`config.mk`:
```
export PLATFORM = sky130hd
export DESIGN_NAME = seq_multiplier
export DESIGN_NICKNAME = d
export VERILOG_FILES = /design/src/rtl/seq_multiplier.sv
export SDC_FILE = /design/constraint.sdc
export NUM_CORES = 1
export LEC_CHECK = 0
export ABC_AREA = 1
export CELL_PAD_IN_SITES_DETAIL_PLACEMENT = 1
export CELL_PAD_IN_SITES_GLOBAL_PLACEMENT = 2
export CORE_ASPECT_RATIO = 2
export CORE_MARGIN = 1.5
export CORE_UTILIZATION = 28
export DETAILED_ROUTE_END_ITERATION = 10
export HOLD_SLACK_MARGIN = 0.03
export PLACE_DENSITY_LB_ADDON = 0.1
export SYNTH_ARGS = -nofsm -noshare
export SYNTH_HDL_FRONTEND = slang
export SYNTH_SLANG_ARGS = --single-unit
```
`constraint.sdc`:
```
create_clock -name clk -period 1.9 [get_ports clk]
set_clock_uncertainty 0.15 [all_clocks]
set_input_delay 0.285 -clock clk [delete_from_list [all_inputs] [get_ports clk]]
set_output_delay 0.285 -clock clk [all_outputs]
set_load 0.05 [all_outputs]
```
`src/rtl/seq_multiplier.sv`:
```
// seq_multiplier: parametrised shift-add multiplier with start/busy/done handshake.
// Operands are converted to magnitudes on accept, multiplied unsigned over
// WIDTH iterations, and the sign is reapplied when the result is registered.
module seq_multiplier #(
    parameter int WIDTH = 8
) (
    input  logic                 clk,
    input  logic                 reset,
    input  logic                 start,
    input  logic                 signed_mode,
    input  logic [WIDTH-1:0]     in_A,
    input  logic [WIDTH-1:0]     in_B,
    output logic [2*WIDTH-1:0]   pp,
    output logic                 done,
    output logic                 busy
);

    localparam int CW = $clog2(WIDTH + 1);

    localparam logic [1:0] IDLE = 2'd0;
    localparam logic [1:0] CALC = 2'd1;
    localparam logic [1:0] DONE = 2'd2;

    logic [1:0]           state;
    logic [1:0]           state_next;
    logic                 accept;
    logic                 calc_last;

    logic [WIDTH-1:0]     mag_a_in;
    logic [WIDTH-1:0]     mag_b_in;
    logic                 neg_in;

    logic [2*WIDTH-1:0]   mcand;
    logic [WIDTH-1:0]     mag_b;
    logic [2*WIDTH-1:0]   acc;
    logic [CW-1:0]        cnt;
    logic                 neg;

    // Operand magnitudes and result sign for a request being accepted this cycle
    always_comb begin
        mag_a_in = in_A;
        mag_b_in = in_B;
        if (signed_mode && in_A[WIDTH-1]) begin
            mag_a_in = ~in_A + WIDTH'(1);
        end
        if (signed_mode && in_B[WIDTH-1]) begin
            mag_b_in = ~in_B + WIDTH'(1);
        end
        neg_in = signed_mode & (in_A[WIDTH-1] ^ in_B[WIDTH-1]);
    end

    // Accept decode and next-state selection
    always_comb begin
        accept     = start && ((state == IDLE) || (state == DONE));
        calc_last  = (state == CALC) && (cnt == '0);
        state_next = state;
        case (state)
            IDLE:    state_next = accept ? CALC : IDLE;
            CALC:    state_next = (cnt == '0) ? DONE : CALC;
            DONE:    state_next = accept ? CALC : IDLE;
            default: state_next = IDLE;
        endcase
    end

    // State register
    always_ff @(posedge clk) begin
        if (reset) begin
            state <= IDLE;
        end else begin
            state <= state_next;
        end
    end

    // Shift-add datapath: the multiplicand shifts left each iteration, which is
    // equivalent to adding magA << (WIDTH - cnt) with cnt counting down from WIDTH
    always_ff @(posedge clk) begin
        if (reset) begin
            mcand <= '0;
            mag_b <= '0;
            acc   <= '0;
            cnt   <= '0;
            neg   <= 1'b0;
        end else if (accept) begin
            mcand <= {{WIDTH{1'b0}}, mag_a_in};
            mag_b <= mag_b_in;
            acc   <= '0;
            cnt   <= CW'(WIDTH);
            neg   <= neg_in;
        end else if ((state == CALC) && (cnt != '0)) begin
            if (mag_b[0]) begin
                acc <= acc + mcand;
            end
            mcand <= mcand << 1;
            mag_b <= mag_b >> 1;
            cnt   <= cnt - CW'(1);
        end
    end

    // Result register and handshake outputs
    always_ff @(posedge clk) begin
        if (reset) begin
            pp   <= '0;
            done <= 1'b0;
            busy <= 1'b0;
        end else begin
            done <= 1'b0;
            if (calc_last) begin
                pp   <= neg ? ('0 - acc) : acc;
                done <= 1'b1;
                busy <= 1'b0;
            end else if (accept) begin
                busy <= 1'b1;
            end
        end
    end

endmodule

```
==> metrics <==
Final nets=758; Worst-Margin Slew=0.499 ns; Max IR drop VDD=~320 uV; total number of vias=4,067; remaining antenna violation count=0; clock sinks=65; sequential area share after synthesis=~32%; worst hold path class=reg2reg; fmax=539 MHz; final hold vios=0; largest net degree at the start of global routing=17; crit path capture type=output port; Synth area leader=dfxtp_1; Synth cell types=30; Pwr Density=691 nW/um2; Top delay family on crit path=buffers and inverters; initial antenna violation count=0; WP data arrival=1.42 ns; Yosys Warn Count=0; Syn Area/Cell=6.36 um2; diodes inserted=0; non-filler instance count after layout=914; clk root buf=clkbuf_16; CTS H-tree depth=3; RSZ-0062 raised after global routing=true; drt first pass iters=4; DRC=0; Final min period=1.85 ns; Core Rows=62; relative slew slack=about two thirds; CP Launch Type=register; Synth area leaders=dfxtp_1 (32%), nand2_1 (18%), inv_1 (8.0%); Clock Latency Late Sink=~0.33 ns; Die ar.=approximately 15,000 um2; final period utilization=97.6%; GRT overflow=0; post-route cell area=between 5000 and 6000 um2; syn_nets=676; slowest CP cell=clkdlybuf4s50_1; synthesized area=4040 um2; number of buffers created by CTS=9; core area=14,200 um2; GRT Resource Usage Total=17.0%; wire per inst=13.3 um; placed inst area=4940 um2; IO buf count=37; CP Data Required Time=1.46 ns; top cell type's share of synthesized area=roughly a third; number of DRC markers in iteration 0=94; Finish-stage setup viols=0; maxcap violations=0; Die Y=173 um; crit path max fanout=1; global-route wire length before repair=20,400 um; post-DP HPWL=9850 um; crit-path cells=clkdlybuf4s50_1; Die Wd=87.9 um; CTS tree=yes; CP Buf/Inv Count=1; Worst-path clk slew=0.06 ns; synthesized instance count=~640; outcome=complete, no violations; clk buf depth=2; Area Overhead vs Synth=34.9%; drt total wl=12,100 um; Worst path max stage delay=0.79 ns; final setup margin=0.0461 ns; Synth Register Bits=65; Slew Viols, Final=0; leak pwr=2.60 nW; layout cell share with drive strength beyond 1=17.2%; IO Count=38; # placed instances=897; Routability Congestion=0.759; fillcell total=1,842; Setup WS pre-CTS=-0.0236 ns; Vias/cell=4.45; Starting Density=between 20 and 30%; CP Class=reg2out; number of global-route vias before repair=roughly 4.2k; Total Power=0.00377 W; setup TNS=0 ns
-- layer usage --
metal	vias up	share of wire (%)	track usage (%)
met2	30	49	28.1
met4	0	1.2	4.70
met1	1848	48	22.8
met5	-	0	0
li1	2181	-	-
met3	8	1.7	2.39
-- registers in the layout (all words and copies together), names as in the netlist --
name	cells
acc	16
mcand	16
pp	16
mag_b	8
cnt	4
state	2
busy	1
done	1
neg	1
-- path summary, 6_finish.rpt --
check	from	end	slack, ns	cells past startpoint
setup / recovery	done$_SDFF_PP0_	done	0.05	1
hold / removal	pp[7]$_SDFFE_PP0P_	pp[7]$_SDFFE_PP0P_	0.29	2
setup reg to reg	acc[0]$_SDFFE_PP0P_	acc[4]$_SDFFE_PP0P_	0.07	8
hold reg to reg	pp[7]$_SDFFE_PP0P_	pp[7]$_SDFFE_PP0P_	0.29	2
-- report_power, final --
group          internal [W]  switching [W]
clock               0.00112       0.000594
combinational      0.000259       0.000321
sequential          0.00142      0.0000533
-- cell usage after synthesis, drive strengths merged --
| library cell | instances |
|---|---|
| nand2 | 193 |
| inv | 92 |
| dfxtp | 65 |
| nor2 | 64 |
| a21oi | 53 |
| o21ai | 53 |
| nand3 | 46 |
| ha | 20 |
| buf | 12 |
| xor2 | 9 |
| nand4 | 7 |
| nor3 | 6 |
| xnor2 | 5 |
| clkbuf | 3 |
| a31oi | 2 |
| a21o | 1 |
| fa | 1 |
| o211ai | 1 |
| o221ai | 1 |
| o22ai | 1 |
-- placed cells by master (no fill, tap or decap), types with 2 or more instances in the layout --
cell type | netlist | final
nand2_1 | 191 | 187
inv_1 | 86 | 86
nor2_1 | 60 | 60
buf_4 | 2 | 60
dfxtp_1 | 65 | 58
o21ai_0 | 52 | 51
a21oi_1 | 53 | 49
nand3_1 | 46 | 42
clkdlybuf4s50_1 | 0 | 20
ha_1 | 20 | 10
xor2_1 | 9 | 9
ha_4 | 0 | 9
clkbuf_16 | 0 | 9
dfxtp_2 | 0 | 7
nand4_1 | 6 | 6
nor3_1 | 6 | 5
xnor2_1 | 5 | 5
buf_12 | 0 | 5
inv_2 | 5 | 4
nand2_2 | 0 | 4
a21oi_2 | 0 | 4
nand3_2 | 0 | 3
clkbuf_8 | 0 | 3
nor2_4 | 2 | 2
nand2_4 | 2 | 2
inv_4 | 1 | 2
a31oi_1 | 2 | 2
clkbuf_1 | 3 | 2
-- area by class of cell --
cell class,count,area (um2),share of cell area (%)
Multi-Input combinational cell,463,2480,45.5
Timing Repair Buffer,86,763,14.0
Clock buffer,14,274,5.03
Inverter,92,350,6.43
Sequential cell,65,1310,24.0
Tap cell,192,240,4.41
Clock inverter,2,35.0,0.643
-- kinds of logic (layout without fill, tap and decap cells) --
logic type | count (synthesis) | in the layout | synth area share [%]
buffers and inverters | 107 | 194 | 10.8
AND/OR/NAND/NOR | 316 | 316 | 33.0
AO/OA/AOI/OAI | 112 | 112 | 14.3
adder cells (fa/ha/maj) | 21 | 21 | 6.69
XOR/XNOR | 14 | 14 | 3.04
flip-flops | 65 | 65 | 32.2
-- repair_timing --
item / CTS / global route
setup buffers: 0 / 1
hold buffers: 0 / 0
setup endpoints to repair: 2 / 16
pin swaps: 0 / 6
gates resized for setup: 3 / 32
-- through the flow --
stage / hold WS (ns) / utilization, %
finish: 0.294 / 38.4
detailed placement: 0.292 / 34.8
global placement: 0.288 / 34.8
floorplan: 0.284 / -
CTS: 0.301 / 37.1
global route: 0.329 / 38.4
Note: power is estimated with default switching activity, not from simulation.
